## src/rtl/ram_bus_pkg.sv

```systemverilog
// ram_bus_pkg
// Shared definitions for the RAM bus controller and the LSU load path:
//   - access size encodings (SZ_BYTE / SZ_HALF / SZ_WORD, 2'd3 is illegal)
//   - controller FSM state type
//   - byte_en_gen     : byte-enable strobe for a size/offset pair
//   - wdata_replicate : lane replication of LSB-justified store data
//   - load_extend     : lane select plus sign/zero extension of a RAM word
package ram_bus_pkg;

    localparam logic [1:0] SZ_BYTE = 2'd0;
    localparam logic [1:0] SZ_HALF = 2'd1;
    localparam logic [1:0] SZ_WORD = 2'd2;

    typedef enum logic [1:0] {
        ST_IDLE    = 2'd0,
        ST_ACCESS  = 2'd1,
        ST_RD_WAIT = 2'd2,
        ST_RSP     = 2'd3
    } state_t;

    function automatic logic [3:0] byte_en_gen(input logic [1:0] size, input logic [1:0] offset);
        logic [3:0] be_s;
        case (size)
            SZ_BYTE: be_s = 4'b0001 << offset;
            SZ_HALF: be_s = 4'b0011 << offset;
            SZ_WORD: be_s = 4'b1111;
            default: be_s = 4'b0000;
        endcase
        return be_s;
    endfunction

    // Replicating the data across all lanes lets the byte enables alone pick the target lane.
    function automatic logic [31:0] wdata_replicate(input logic [1:0] size, input logic [31:0] wdata);
        logic [31:0] rep_s;
        case (size)
            SZ_BYTE: rep_s = {4{wdata[7:0]}};
            SZ_HALF: rep_s = {2{wdata[15:0]}};
            default: rep_s = wdata;
        endcase
        return rep_s;
    endfunction

    function automatic logic [31:0] load_extend(input logic [31:0] word, input logic [1:0] offset,
                                                input logic [1:0] size, input logic is_unsigned);
        logic [31:0] shifted_s;
        logic [31:0] result_s;
        shifted_s = word >> {offset, 3'b000};
        case (size)
            SZ_BYTE: result_s = {{24{~is_unsigned & shifted_s[7]}}, shifted_s[7:0]};
            SZ_HALF: result_s = {{16{~is_unsigned & shifted_s[15]}}, shifted_s[15:0]};
            default: result_s = word;
        endcase
        return result_s;
    endfunction

endpackage

```

## src/rtl/ram_bus_ld_align.sv

```systemverilog
// ram_bus_ld_align
// Combinational load alignment: selects the addressed byte/halfword lane of a
// 32-bit RAM word and sign- or zero-extends it. Shared with the LSU.
// Ports:
//   word        in  32  raw RAM word
//   offset      in  2   byte offset within the word
//   size        in  2   SZ_BYTE / SZ_HALF / SZ_WORD
//   is_unsigned in  1   zero-extend when 1, sign-extend when 0
//   data        out 32  aligned, extended load data
module ram_bus_ld_align
    import ram_bus_pkg::*;
(
    input  logic [31:0] word,
    input  logic [1:0]  offset,
    input  logic [1:0]  size,
    input  logic        is_unsigned,
    output logic [31:0] data
);

    // Lane select and extension
    always_comb begin
        data = load_extend(word, offset, size, is_unsigned);
    end

endmodule

```

## src/rtl/ram_bus_ctrl.sv

```systemverilog
// ram_bus_ctrl
// Initiator-side controller for a single-port, byte-enabled 32-bit synchronous
// RAM. Accepts one load/store request at a time, drives the RAM strobes, waits
// out the read latency, aligns/extends load data and returns one response.
// ram_rd_data is expected to hold the addressed word RD_LATENCY clock edges
// after ram_addr changes.
// Optional build macro: RAM_BUS_CTRL_STORE_FWD_EN keeps a one-entry last-store
// shadow that is overlaid on load data hitting the same word (for RAMs whose
// read-after-write returns stale data).
// Ports:
//   clk, rst_n                      clock, async active-low reset
//   req_valid/req_ready             request handshake
//   req_we/addr/wdata/size/unsigned request fields
//   rsp_valid/rsp_ready             response handshake
//   rsp_rdata/rsp_err               response payload
//   ram_addr/ram_wr_data/ram_wr_en/ram_wr_byte_en  RAM command (registered)
//   ram_rd_data                     RAM read data
module ram_bus_ctrl
    import ram_bus_pkg::*;
#(
    parameter int          ADDR_WIDTH = 13,
    parameter logic [31:0] BASE_ADDR  = 32'h1000_0000,
    parameter int          RD_LATENCY = 1
) (
    input  logic                  clk,
    input  logic                  rst_n,
    input  logic                  req_valid,
    output logic                  req_ready,
    input  logic                  req_we,
    input  logic [31:0]           req_addr,
    input  logic [31:0]           req_wdata,
    input  logic [1:0]            req_size,
    input  logic                  req_unsigned,
    output logic                  rsp_valid,
    input  logic                  rsp_ready,
    output logic [31:0]           rsp_rdata,
    output logic                  rsp_err,
    output logic [ADDR_WIDTH-1:0] ram_addr,
    output logic [31:0]           ram_wr_data,
    output logic                  ram_wr_en,
    output logic [3:0]            ram_wr_byte_en,
    input  logic [31:0]           ram_rd_data
);

    state_t                state_r;
    logic                  req_ready_r;
    logic                  rsp_valid_r;
    logic [31:0]           rsp_rdata_r;
    logic                  rsp_err_r;
    logic [ADDR_WIDTH-1:0] ram_addr_r;
    logic [31:0]           ram_wr_data_r;
    logic                  ram_wr_en_r;
    logic [3:0]            ram_wr_byte_en_r;

    // Request fields held for the whole transaction
    logic                  we_r;
    logic [1:0]            offset_r;
    logic [1:0]            size_r;
    logic                  uns_r;

    logic                  size_err_s;
    logic                  align_err_s;
    logic                  region_err_s;
    logic                  req_err_s;
    logic [31:0]           ld_word_s;
    logic [31:0]           ld_data_s;

    assign req_ready      = req_ready_r;
    assign rsp_valid      = rsp_valid_r;
    assign rsp_rdata      = rsp_rdata_r;
    assign rsp_err        = rsp_err_r;
    assign ram_addr       = ram_addr_r;
    assign ram_wr_data    = ram_wr_data_r;
    assign ram_wr_en      = ram_wr_en_r;
    assign ram_wr_byte_en = ram_wr_byte_en_r;

    // Request decode: illegal size, misalignment and region check
    always_comb begin
        size_err_s = (req_size == 2'd3);
        case (req_size)
            SZ_HALF: align_err_s = req_addr[0];
            SZ_WORD: align_err_s = (req_addr[1:0] != 2'b00);
            default: align_err_s = 1'b0;
        endcase
        region_err_s = (req_addr[31:ADDR_WIDTH+2] != BASE_ADDR[31:ADDR_WIDTH+2]);
        req_err_s    = size_err_s | align_err_s | region_err_s;
    end

`ifdef RAM_BUS_CTRL_STORE_FWD_EN
    logic                  shadow_valid_r;
    logic [ADDR_WIDTH-1:0] shadow_addr_r;
    logic [31:0]           shadow_data_r;
    logic [3:0]            shadow_be_r;

    // Remember the strobes of the store currently being written
    always_ff @(posedge clk or negedge rst_n) begin
        if (!rst_n) begin
            shadow_valid_r <= 1'b0;
            shadow_addr_r  <= {ADDR_WIDTH{1'b0}};
            shadow_data_r  <= 32'h0;
            shadow_be_r    <= 4'b0000;
        end else if (state_r == ST_ACCESS && we_r) begin
            shadow_valid_r <= 1'b1;
            shadow_addr_r  <= ram_addr_r;
            shadow_data_r  <= ram_wr_data_r;
            shadow_be_r    <= ram_wr_byte_en_r;
        end else begin
            shadow_valid_r <= shadow_valid_r;
            shadow_addr_r  <= shadow_addr_r;
            shadow_data_r  <= shadow_data_r;
            shadow_be_r    <= shadow_be_r;
        end
    end

    // Overlay the shadowed store bytes on a load to the same word
    always_comb begin
        ld_word_s = ram_rd_data;
        for (int b = 0; b < 4; b++) begin
            if (shadow_valid_r && (shadow_addr_r == ram_addr_r) && shadow_be_r[b]) begin
                ld_word_s[b*8 +: 8] = shadow_data_r[b*8 +: 8];
            end else begin
                ld_word_s[b*8 +: 8] = ram_rd_data[b*8 +: 8];
            end
        end
    end
`else
    assign ld_word_s = ram_rd_data;
`endif

    ram_bus_ld_align u_ld_align (
        .word        (ld_word_s),
        .offset      (offset_r),
        .size        (size_r),
        .is_unsigned (uns_r),
        .data        (ld_data_s)
    );

    // Transaction FSM with registered response and RAM command outputs
    always_ff @(posedge clk or negedge rst_n) begin
        if (!rst_n) begin
            state_r          <= ST_IDLE;
            req_ready_r      <= 1'b0;
            rsp_valid_r      <= 1'b0;
            rsp_rdata_r      <= 32'h0;
            rsp_err_r        <= 1'b0;
            ram_addr_r       <= {ADDR_WIDTH{1'b0}};
            ram_wr_data_r    <= 32'h0;
            ram_wr_en_r      <= 1'b0;
            ram_wr_byte_en_r <= 4'b0000;
            we_r             <= 1'b0;
            offset_r         <= 2'b00;
            size_r           <= SZ_BYTE;
            uns_r            <= 1'b0;
        end else begin
            case (state_r)
                ST_IDLE: begin
                    ram_wr_en_r <= 1'b0;
                    // req_ready rises one cycle after reset release, so a request
                    // is only taken once the registered ready is visible.
                    if (req_valid && req_ready_r) begin
                        req_ready_r <= 1'b0;
                        we_r        <= req_we;
                        offset_r    <= req_addr[1:0];
                        size_r      <= req_size;
                        uns_r       <= req_unsigned;
                        if (req_err_s) begin
                            state_r     <= ST_RSP;
                            rsp_valid_r <= 1'b1;
                            rsp_err_r   <= 1'b1;
                            rsp_rdata_r <= 32'h0;
                        end else begin
                            state_r    <= ST_ACCESS;
                            ram_addr_r <= req_addr[ADDR_WIDTH+1:2];
                            if (req_we) begin
                                ram_wr_en_r      <= 1'b1;
                                ram_wr_byte_en_r <= byte_en_gen(req_size, req_addr[1:0]);
                                ram_wr_data_r    <= wdata_replicate(req_size, req_wdata);
                            end else begin
                                ram_wr_en_r <= 1'b0;
                            end
                        end
                    end else begin
                        req_ready_r <= 1'b1;
                    end
                end
                ST_ACCESS: begin
                    ram_wr_en_r <= 1'b0;
                    if (we_r) begin
                        state_r     <= ST_RSP;
                        rsp_valid_r <= 1'b1;
                        rsp_err_r   <= 1'b0;
                        rsp_rdata_r <= 32'h0;
                    end else if (RD_LATENCY == 1) begin
                        state_r     <= ST_RSP;
                        rsp_valid_r <= 1'b1;
                        rsp_err_r   <= 1'b0;
                        rsp_rdata_r <= ld_data_s;
                    end else begin
                        state_r <= ST_RD_WAIT;
                    end
                end
                ST_RD_WAIT: begin
                    state_r     <= ST_RSP;
                    rsp_valid_r <= 1'b1;
                    rsp_err_r   <= 1'b0;
                    rsp_rdata_r <= ld_data_s;
                end
                ST_RSP: begin
                    if (rsp_ready) begin
                        state_r     <= ST_IDLE;
                        rsp_valid_r <= 1'b0;
                        req_ready_r <= 1'b1;
                    end else begin
                        state_r     <= ST_RSP;
                        rsp_valid_r <= 1'b1;
                    end
                end
                default: begin
                    state_r     <= ST_IDLE;
                    rsp_valid_r <= 1'b0;
                    req_ready_r <= 1'b0;
                    ram_wr_en_r <= 1'b0;
                end
            endcase
        end
    end

endmodule
```

## config.mk

```make
export PLATFORM = sky130hd
export DESIGN_NAME = ram_bus_ctrl
export DESIGN_NICKNAME = d
export VERILOG_FILES = /design/src/rtl/ram_bus_pkg.sv /design/src/rtl/ram_bus_ld_align.sv /design/src/rtl/ram_bus_ctrl.sv
export SDC_FILE = /design/constraint.sdc
export NUM_CORES = 1
export LEC_CHECK = 0
export ABC_AREA = 1
export BUFFER_PORTS_ARGS = -buffer_cell sky130_fd_sc_hd__buf_4
export CORE_ASPECT_RATIO = 1.5
export CORE_MARGIN = 10
export CORE_UTILIZATION = 51
export CTS_CLUSTER_DIAMETER = 60
export DETAILED_ROUTE_END_ITERATION = 8
export GPL_ROUTABILITY_DRIVEN = 1
export HOLD_SLACK_MARGIN = 0.02
export PLACE_DENSITY = 0.84
export SYNTH_ARGS = -nofsm -noshare
export SYNTH_HDL_FRONTEND = slang
export SYNTH_HIERARCHICAL = 1
export SYNTH_SLANG_ARGS = --single-unit
```

## constraint.sdc

```tcl
create_clock -name clk -period 2 [get_ports clk]
set_input_delay 0.6 -clock clk [delete_from_list [all_inputs] [get_ports clk]]
set_output_delay 0.6 -clock clk [all_outputs]
set_load 0.005 [all_outputs]
```

==> flow_summary.ini, run 1 <==
[sta]
worst_slew_pin_slew_ps = 448
hold_viol = 0
setup_viol = 0
post-route-min-period_ps = 1790
fin_setup_tns_ps = 0
fin_skew_ps = 7.54
relSlewSlack = 0.699
max_freq_mhz = 560
fin_crit_sh = 0.893
rsz0062_at_grt = no
maxSlewViolCount = 0
whs_ps = 174

[finish]
syn2layout_area_growth_pct = 36.8
nFillCells = 894
stdcell_area_mm2 = 0.00748
nets = 1081
drive_gt1_frac = 0.262
final_common_cell = nand2_1
diodes = 0
layout_common_cells = 281 x nand2_1, 213 x buf_4, 93 x dfrtp_1

[detailed_routing]
num_vias = 5674
remaining_drc_errors = 0
wl_met1_um = 6010
wl_per_cell_um = 15.3
drt-initial-drc-count = 186
dr_wl_met3_um = 1310
first_pass_iters = 5
postRouteAntennaNets = 0
viasPerCell = 5.08
route.met2.wl_um = 9040
routed.top_layer = met4
routed_wirelength_um = 17100

[place]
dpl_cell_area_mm2 = 0.00715
dpl.hpwl_um = 13400
place.gp.congestion = 0.921
io_buffers = 188

[cts]
hold_buffers = 0
clk_pin_slew_ps = 60
clock_latency_ps = 350
clock_sinks = 93
cts_tree = built
clockBufferDepth = 2
htree_levels = 3
numCtsBuffers = 9
cts-root-buf = clkbuf_16
cts_resized = 0
postCtsSetupBuffers = 0

[synthesis]
syn_avg_cell_area_um2 = 6.98
syn_inst = 783
synth_warnings = 6
synth.ff_latch_count = 93
synthesis.area_mm2 = 0.00547
netlist-cell-type-count = 30
synth_fp_nets = 895
yosysSeqAreaShare = 0.426

[flow_run]
maxCapViolations = 0

[global_route]
antenna_found_initial = 0
overflow = 0
grt_max_degree = 40
grt.total_usage = 0.222
grt_pass1_wl_um = 28000
grt_pass1_vias = 5685

[worst_setup_path]
rr_startpoint = state_r[0]
critPathArrivalTime_ps = 1980
critPathMaxFanout = 20
startpoint = state_r[0]
required_ps = 2200
cp-end-kind = flop
path_class = flop to flop
cp-start-kind = flop

[die]
fp.dieArea_mm2 = 0.0153
die_height_um = 147
start_util = 0.519
core_mm2 = 0.0105
die_x_um = 105
fp-row-count = 46
io_pins = 189

[power]
power_density_mw_per_mm2 = 1090
ir_worst_vdd_uv = 542
p_leak_nw = 4.09

[hold_path]
hold_class = input port to asynchronous set/reset pin

[run_status]
outcome = completed
[per-layer routing]
layer | vias to the layer above | track usage
li1 | 2854 | -
met1 | 2584 | 0.218
met2 | 195 | 0.403
met3 | 41 | 0.0771
met4 | 0 | 0.106
met5 | - | 0
[sequential cells by signal, summed over array words and instances, names as in the netlist, 2 cells and up]
register	flops
offset_r	2
ram_addr	13
ram_wr_byte_en	4
ram_wr_data	32
rsp_rdata	32
size_r	2
state_r	2
[Yosys cell counts]
cell type / n / area [um2]
nand2_1: 281 / 1050
dfrtp_1: 93 / 2330
nand3_1: 82 / 410
nor2_1: 70 / 263
inv_1: 68 / 255
o21ai_0: 43 / 215
a21oi_1: 29 / 145
buf_2: 22 / 110
nand4_1: 20 / 125
o21ai_1: 19 / 95.1
clkbuf_1: 15 / 56.3
ha_1: 8 / 100
buf_6: 5 / 56.3
nand2_2: 5 / 31.3
buf_4: 3 / 22.5
nand3_4: 3 / 52.6
nor2_4: 3 / 33.8
inv_2: 2 / 7.51
a31oi_1: 1 / 6.26
buf_1: 1 / 3.75
clkbuf_2: 1 / 5.00
inv_4: 1 / 6.26
inv_6: 1 / 8.76
nand3b_1: 1 / 7.51
nor2_8: 1 / 20.0
o2111ai_1: 1 / 8.76
o21ai_4: 1 / 16.3
o311ai_0: 1 / 8.76
or2_0: 1 / 6.26
or2_1: 1 / 6.26
[logic make-up (layout without fill, tap and decap cells)]
kind of cell	Yosys count	after routing	synth area share
and+or+nand+nor	468	468	0.368
DFF	93	93	0.426
buffers and inverters	119	310	0.0973
AOI/OAI and AO/OA	95	95	0.0907
adders and majority gates	8	8	0.0183
[critical path, stage by stage (launching register included)]
cell       delay, ps
dfrtp_1          380
inv_1             90
ha_1             260
inv_1            200
nor2_4            60
buf_12           140
buf_12           150
inv_1            200
o2111ai_1        160
[worst paths after layout]
| kind | cells after the start | end | slack [ps] |
|---|---|---|---|
| max reg2reg | 8 | state_r[0] | 210 |
| max in group asynchronous | 2 | ram_wr_data[12] | 1300 |
| min | 1 | rsp_rdata[21] | 170 |
| max | 8 | state_r[0] | 210 |
| min reg2reg | 2 | ram_addr[1] | 480 |
| min in group clk | 3 | uns_r | 460 |
[metrics by stage]
| step | instances | utilization | worst slack [ps] | total power, mW |
|---|---|---|---|---|
| finish | 1118 | 0.710 | 213 | 8.13 |
| detailed placement | 1101 | 0.679 | -138 | 6.39 |
| global route | 1118 | 0.710 | 25.9 | 8.82 |
| floorplan | 783 | - | 94.2 | 5.03 |
| global placement | 1101 | 0.679 | -107 | 6.34 |
| CTS | 1117 | 0.708 | 123 | 8.16 |
[layout make-up]
| cell class | count | area (um2) | share of cell area |
|---|---|---|---|
| multi-input combinational | 571 | 2610 | 0.349 |
| sequential | 93 | 2330 | 0.311 |
| timing repair buffer | 222 | 1780 | 0.238 |
| inverter | 72 | 278 | 0.0372 |
| clock buffer | 11 | 243 | 0.0325 |
| tap | 144 | 180 | 0.0241 |
| clock inverter | 5 | 58.8 | 0.00787 |
[where the power goes]
group          internal, mW  total [mW]  switching, mW  leakage [nW]
Sequential             2.16        2.38          0.215          1.17
Clock                  1.01        1.76          0.757         0.142
Combinational          1.54        3.99           2.45          2.77
Note: power is estimated with default switching activity, not from simulation.
==> inputs of run 2 (changes only) <==
--- a/config.mk
+++ b/config.mk
@@ -10,12 +10,12 @@
 export CORE_ASPECT_RATIO = 1.5
 export CORE_MARGIN = 10
 export CORE_UTILIZATION = 51
-export CTS_CLUSTER_DIAMETER = 60
+export CTS_CLUSTER_DIAMETER = 80
 export DETAILED_ROUTE_END_ITERATION = 8
 export GPL_ROUTABILITY_DRIVEN = 1
+export GPL_TIMING_DRIVEN = 0
 export HOLD_SLACK_MARGIN = 0.02
 export PLACE_DENSITY = 0.84
 export SYNTH_ARGS = -nofsm -noshare
 export SYNTH_HDL_FRONTEND = slang
-export SYNTH_HIERARCHICAL = 1
 export SYNTH_SLANG_ARGS = --single-unit
==> run 2 against run 1 <==
Compared with the run above: clock power down 6%; sequential cell count unchanged; power down 5.6%; global-route usage up 1.9 points; combinational power down 6.8%; routed wire length up 15%; count of clock-buffer cells in the layout down 1; design area up 2.3%; sequential share of layout area down 0.69 points; critical path depth up 3; sequential power down 3%; critical endpoint is now rsp_rdata[15]; largest cell class unchanged.
==> flow_summary.ini, run 2 <==
[run_status]
outcome = completed

[global_route]
antenna_found_initial = 0
grt_max_degree = 94
met1_usage = 0.251
overflow = 0
grt_pass1_wl_um = 30500
grt_use_met3 = 0.0649
grt_pass1_vias = 6061
grt.total_usage = 0.241
met2_usage = 0.430
busiest_layer = met2

[worst_setup_path]
path_class = input port to flop
timing.rr.end = ram_wr_byte_en[1]
crit_chain = buf_4 -> ha_1 -> nor2_2 -> nand2_1 -> nor2_2 -> nand2_2 -> o21ai_4 -> nand2_2 -> buf_6 -> nand2_1 -> nand2_1
critPathSlowestCell = o21ai_4
cp_common_cell = nand2_1
r2r_slack_ps = 130
cp-start-kind = input port
cp-end-kind = flop
critPathArrivalTime_ps = 2120
required_ps = 2240
critPathMaxFanout = 10
slowest_delay_ps = 240
worst-r2r-cell-count = 8
rr_startpoint = state_r[0]

[synthesis]
synth_warnings = 0
syn_inst = 837
syn_avg_cell_area_um2 = 6.78
yosysSeqAreaShare = 0.410
async_flop_share = 1.00
synth-xor-area-share = 0
synthAdderAreaFrac = 0.0176
synth-main-ff-cell = dfrtp_1
synthesis.area_mm2 = 0.00567
synth_compound_area_frac = 0.122
synth_top_cell_area_share = 0.410
synth_top_family_by_area = simple AND/OR/NAND/NOR gates
netlist-cell-type-count = 28
synth_fp_nets = 949
synth.top_cells.by_area = dfrtp_1 41%, nand2_1 17%, inv_1 10%
synth_commonest_cells = 257 x nand2_1, 157 x inv_1, 93 x dfrtp_1, 70 x a21oi_1, 58 x o21ai_0
synthMuxAreaShare = 0
synth_edf_count = 0
synth.most_common_cell = nand2_1
synth.ff_latch_count = 93
synth-simple-area-share = 0.302
yosysTopAreaCell = dfrtp_1

[power]
swShare = 0.440
internal-power_mw = 4.30
p_clk_frac = 0.215
p_comb_frac = 0.485
power.switching_mw = 3.37
p_leak_nw = 4.27
ir_worst_vdd_uv = 527
power_density_mw_per_mm2 = 1000
p_seq_frac = 0.300

[detailed_routing]
viasPerCell = 5.09
num_vias = 6078
drt-initial-drc-count = 282
postRouteAntennaNets = 0
remaining_drc_errors = 0
first_pass_iters = 5
routed_wirelength_um = 19600
wl_per_cell_um = 16.5

[sta]
maxSlewViolCount = 0
hold_viol = 0
setup_viol = 0
fin_setup_tns_ps = 0
relSlewSlack = 0.208
whs_ps = 463
fin_crit_sh = 0.936
max_freq_mhz = 534
post-route-min-period_ps = 1870
fin_skew_ps = 6.83
worst_slew_pin_slew_ps = 1190

[finish]
drive_gt1_frac = 0.248
nets = 1154
fin_cells = 1194
final_common_cell = nand2_1
fin_util = 0.699
layout_common_cells = 256 x nand2_1, 203 x buf_4, 156 x inv_1
syn2layout_area_growth_pct = 34.7
diodes = 0

[hold_path]
hold_class = input port to flop
holdCritStartpoint = req_unsigned
worstHoldEndpoint = uns_r
hold_depth = 3

[cts]
clk_pin_slew_ps = 70
clockBufferDepth = 2
clock_sinks = 93
htree_levels = 3
cts-root-buf = clkbuf_16
numCtsBuffers = 9
cts_tree = built
clock_latency_ps = 360

[die]
fp.dieArea_mm2 = 0.0158
start_util = 0.519
fp-row-count = 47
core_mm2 = 0.0109
die_height_um = 149
die_x_um = 106
io_pins = 189

[place]
io_buffers = 188
dpl.hpwl_um = 15400
place_inst = 1172
place.gp.congestion = 0.971

[flow_run]
maxCapViolations = 0
run 2: layer usage:
layer | vias up | wire length, um
met2 | 260 | 10100
li1 | 3007 | -
met5 | - | 0
met1 | 2751 | 7150
met4 | 0 | 879
met3 | 60 | 1500
run 2: layout make-up:
class | count | area [um2]
Fill cell | 993 | 3290
Multi-Input combinational cell | 540 | 2540
Sequential cell | 93 | 2330
Timing Repair Buffer | 194 | 1460
Inverter | 161 | 604
Buffer | 43 | 254
Clock buffer | 10 | 229
Tap cell | 147 | 184
Clock inverter | 6 | 47.5
run 2: cell families (layout without fill, tap and decap cells):
kind of cell | after synthesis | in the layout
compound gates | 134 | 134
flops | 93 | 93
simple gates | 398 | 398
fa+ha+maj | 8 | 8
buf+inv | 204 | 414
run 2: through the flow:
stage / setup WS, ps / area, um2 / total power [mW]
finish: 128 / 7640 / 7.68
global route: -7.18 / 7640 / 8.23
CTS: 1.42 / 7550 / 7.57
detailed placement: -432 / 7270 / 5.90
global placement: -412 / 7270 / 5.84
floorplan: 81.3 / 5670 / 4.64
run 2: how the worst max path moves through the flow:
stage,endpoint,depth (start not counted),slack [ps],startpoint
4_1_cts,ram_wr_data[17],12,1,req_size[1]
5_1_grt,ram_wr_byte_en[1],8,-7,state_r[0]
3_3_place_gp,ram_wr_data[17],11,-410,req_size[1]
6_report,rsp_rdata[15],11,130,req_size[0]
3_5_place_dp,ram_wr_data[17],11,-430,req_size[1]
2_1_floorplan,ram_wr_data[17],10,80,req_size[1]
run 2: critical path, delay by kind of cell:
kind / cells / cell delay (ps)
buffers and inverters: 2 / 310
adders and majority gates: 1 / 200
AOI/OAI and AO/OA: 1 / 240
and+or+nand+nor: 7 / 760
run 2: power groups by stage:
stage	Combinational (mW)	Clock, mW	Sequential, mW
after floorplan	2.31	0	2.33
after CTS	3.60	1.67	2.30
final	3.72	1.65	2.30
after global placement	3.51	0	2.33
after global routing	4.15	1.74	2.34
after detailed placement	3.56	0	2.34
run 2: repair_timing:
action / in CTS / in global routing
pin swaps: 0 / 3
setup buffers: 0 / 6
hold buffers: 0 / 0
resized for setup: 4 / 21
setup endpoints to repair: 28 / 84
==> inputs of run 3 (changes only) <==
--- a/config.mk
+++ b/config.mk
@@ -5,17 +5,16 @@
 export SDC_FILE = /design/constraint.sdc
 export NUM_CORES = 1
 export LEC_CHECK = 0
-export ABC_AREA = 1
 export BUFFER_PORTS_ARGS = -buffer_cell sky130_fd_sc_hd__buf_4
 export CORE_ASPECT_RATIO = 1.5
 export CORE_MARGIN = 10
-export CORE_UTILIZATION = 51
+export CORE_UTILIZATION = 49
 export CTS_CLUSTER_DIAMETER = 80
 export DETAILED_ROUTE_END_ITERATION = 8
 export GPL_ROUTABILITY_DRIVEN = 1
 export GPL_TIMING_DRIVEN = 0
 export HOLD_SLACK_MARGIN = 0.02
-export PLACE_DENSITY = 0.84
+export PLACE_DENSITY = 0.83
 export SYNTH_ARGS = -nofsm -noshare
 export SYNTH_HDL_FRONTEND = slang
 export SYNTH_SLANG_ARGS = --single-unit
==> run 3 against run 2 <==
Compared with the run above: area after synthesis down 14%; highest routed layer unchanged; final cell count shrank 35%; design area fell by 5.9%; worst hold slack improved by 22 ps; die area shrank 8.4%; clock power is 13% higher; sequential share of layout area is 1.9 points higher.
==> flow_summary.ini, run 3 <==
[worst_setup_path]
critPathArrivalTime_ps = 2210
timing.rr.end = rsp_rdata[5]
critPathMaxFanout = 5
worstSetupEndpoint = ram_wr_data[18]
required_ps = 2230
cp-start-kind = input port
rr_startpoint = offset_r[1]
worst-r2r-cell-count = 7
r2r_slack_ps = 30
cp-end-kind = flop
path_class = input port to flop
startpoint = req_size[1]

[synthesis]
syn_inst = 446
synth_compound_area_frac = 0.177
yosysTopAreaCell = dfrtp_1
syn_avg_cell_area_um2 = 11.0
synth.ff_latch_count = 93
synth.top_cells.by_area = dfrtp_1 47%, mux2_4 8.9%, mux2_2 7.8%
synth-simple-area-share = 0.101
synthAdderAreaFrac = 0.0204
yosysSeqAreaShare = 0.474
synth_fp_nets = 558
synthesis.area_mm2 = 0.00491
synth-main-ff-cell = dfrtp_1
synth_warnings = 0
synth.most_common_cell = dfrtp_1
synth_top_family_by_area = multiplexers
synth_edf_count = 0
synth_commonest_cells = 93 x dfrtp_1, 40 x a21oi_1, 34 x mux2_2, 33 x nand2_1, 29 x mux2_4
netlist-cell-type-count = 45
async_flop_share = 1.00
synth_top_cell_area_share = 0.474
synth-xor-area-share = 0
synthMuxAreaShare = 0.178

[sta]
fin_crit_sh = 0.991
rsz0062_at_grt = yes
worst_slew_pin_slew_ps = 1190
post-route-min-period_ps = 1980
hold_viol = 0
fin_skew_ps = 6.27
setup_viol = 0
relSlewSlack = 0.209
max_freq_mhz = 504
maxSlewViolCount = 0

[place]
dpl_cell_area_mm2 = 0.00654
dpl.hpwl_um = 13000
place.gp.congestion = 0.905
io_buffers = 188

[hold_path]
hold_class = input port to asynchronous set/reset pin

[finish]
diodes = 0
nFillCells = 678
fin_util = 0.738
stdcell_area_mm2 = 0.00719
syn2layout_area_growth_pct = 46.6
drive_gt1_frac = 0.498
layout_common_cells = 204 x buf_4, 93 x dfrtp_1, 40 x a21oi_1
final_common_cell = buf_4
nets = 769

[flow_run]
maxCapViolations = 0

[detailed_routing]
wl_per_cell_um = 22.7
drt-initial-drc-count = 241
postRouteAntennaNets = 0
viasPerCell = 5.87
routed_wirelength_um = 17700
first_pass_iters = 5
num_vias = 4558
remaining_drc_errors = 0

[power]
p_leak_nw = 3.65
power_density_mw_per_mm2 = 1160
internal-power_mw = 5.20
p_clk_frac = 0.222
p_seq_frac = 0.296
p_comb_frac = 0.482
swShare = 0.378
power.switching_mw = 3.16
ir_worst_vdd_uv = 519

[cts]
clock_sinks = 93
cts-root-buf = clkbuf_16
cts_tree = built
numCtsBuffers = 9
hold_buffers = 0
htree_levels = 3
clockBufferDepth = 2
clk_pin_slew_ps = 70
clock_latency_ps = 340

[die]
io_pins = 189
core_mm2 = 0.00974
fp-row-count = 44
die_height_um = 143
fp.dieArea_mm2 = 0.0145
start_util = 0.503
die_x_um = 102

[global_route]
grt_pass1_wl_um = 26100
grt_pass1_vias = 4972
antenna_found_initial = 0
grt.total_usage = 0.233
grt_max_degree = 94
overflow = 0

[run_status]
outcome = completed
## run 3: kinds of logic (layout without fill, tap and decap cells)
family	after synthesis	after routing
AOI/OAI and AO/OA	127	127
adders and majority gates	8	8
buffers and inverters	54	270
DFF	93	93
muxes	67	67
and+or+nand+nor	97	97
## run 3: worst max-delay path, cell delays in order
cell and delay [ps]:
buf_12 110, inv_12 40, ha_4 160, o211ai_1 170, nand4_1 120, buf_6 160, nor3_4 180, nand2_4 170
buf_12 180, mux2_4 310
## run 3: worst min-delay path by stage
stage | end | slack (ps)
after floorplan | offset_r[0] | 300
after CTS | ram_addr[11] | 480
after global placement | rsp_rdata[10] | 480
final | rsp_rdata[30] | 490
after global routing | ram_addr[2] | 480
after detailed placement | rsp_rdata[8] | 480
## run 3: metrics by stage
stage / hold WS (ps) / instances / TNS (ps) / power [mW] / setup WS, ps
floorplan: 304 / 446 / -5800 / 4.70 / -128
global placement: 479 / 749 / -59650 / 5.95 / -860
detailed placement: 483 / 749 / -60660 / 6.08 / -908
CTS: 480 / 771 / -88.0 / 8.05 / -12.1
global route: 476 / 777 / -659 / 8.83 / -51.4
finish: 485 / 777 / 0 / 8.36 / 17.1
## run 3: power by group through the flow
stage	registers (mW)	clock network (mW)	logic [mW]
final	2.47	1.86	4.03
after global routing	2.51	1.94	4.38
after CTS	2.47	1.86	3.71
after detailed placement	2.50	0	3.58
after global placement	2.48	0	3.47
after floorplan	2.48	0	2.22
## run 3: final cells by class
cell class / count / area, um2 / area share
inverters: 21 / 93.8 / 0.0131
multi-input cells: 299 / 2500 / 0.348
flip-flops and latches: 93 / 2330 / 0.324
clock buffers: 11 / 233 / 0.0324
well taps: 115 / 144 / 0.0200
plain buffers: 29 / 230 / 0.0320
repair buffers: 204 / 1580 / 0.220
clock inverters: 5 / 83.8 / 0.0117
## run 3: what timing repair did
action,in CTS,in global routing
cloned,1,0
setup buffers,8,7
resized for setup,29,33
pin swaps,5,6
endpoints found under the setup margin,85,80
hold endpoints to repair,0,0
## run 3: layer usage
metal | global-route usage | up-vias | part of all wire
met5 | 0 | - | 0
met4 | 0.116 | 0 | 0.037
met3 | 0.100 | 40 | 0.11
met2 | 0.395 | 266 | 0.51
met1 | 0.238 | 2210 | 0.34
li1 | - | 2042 | -
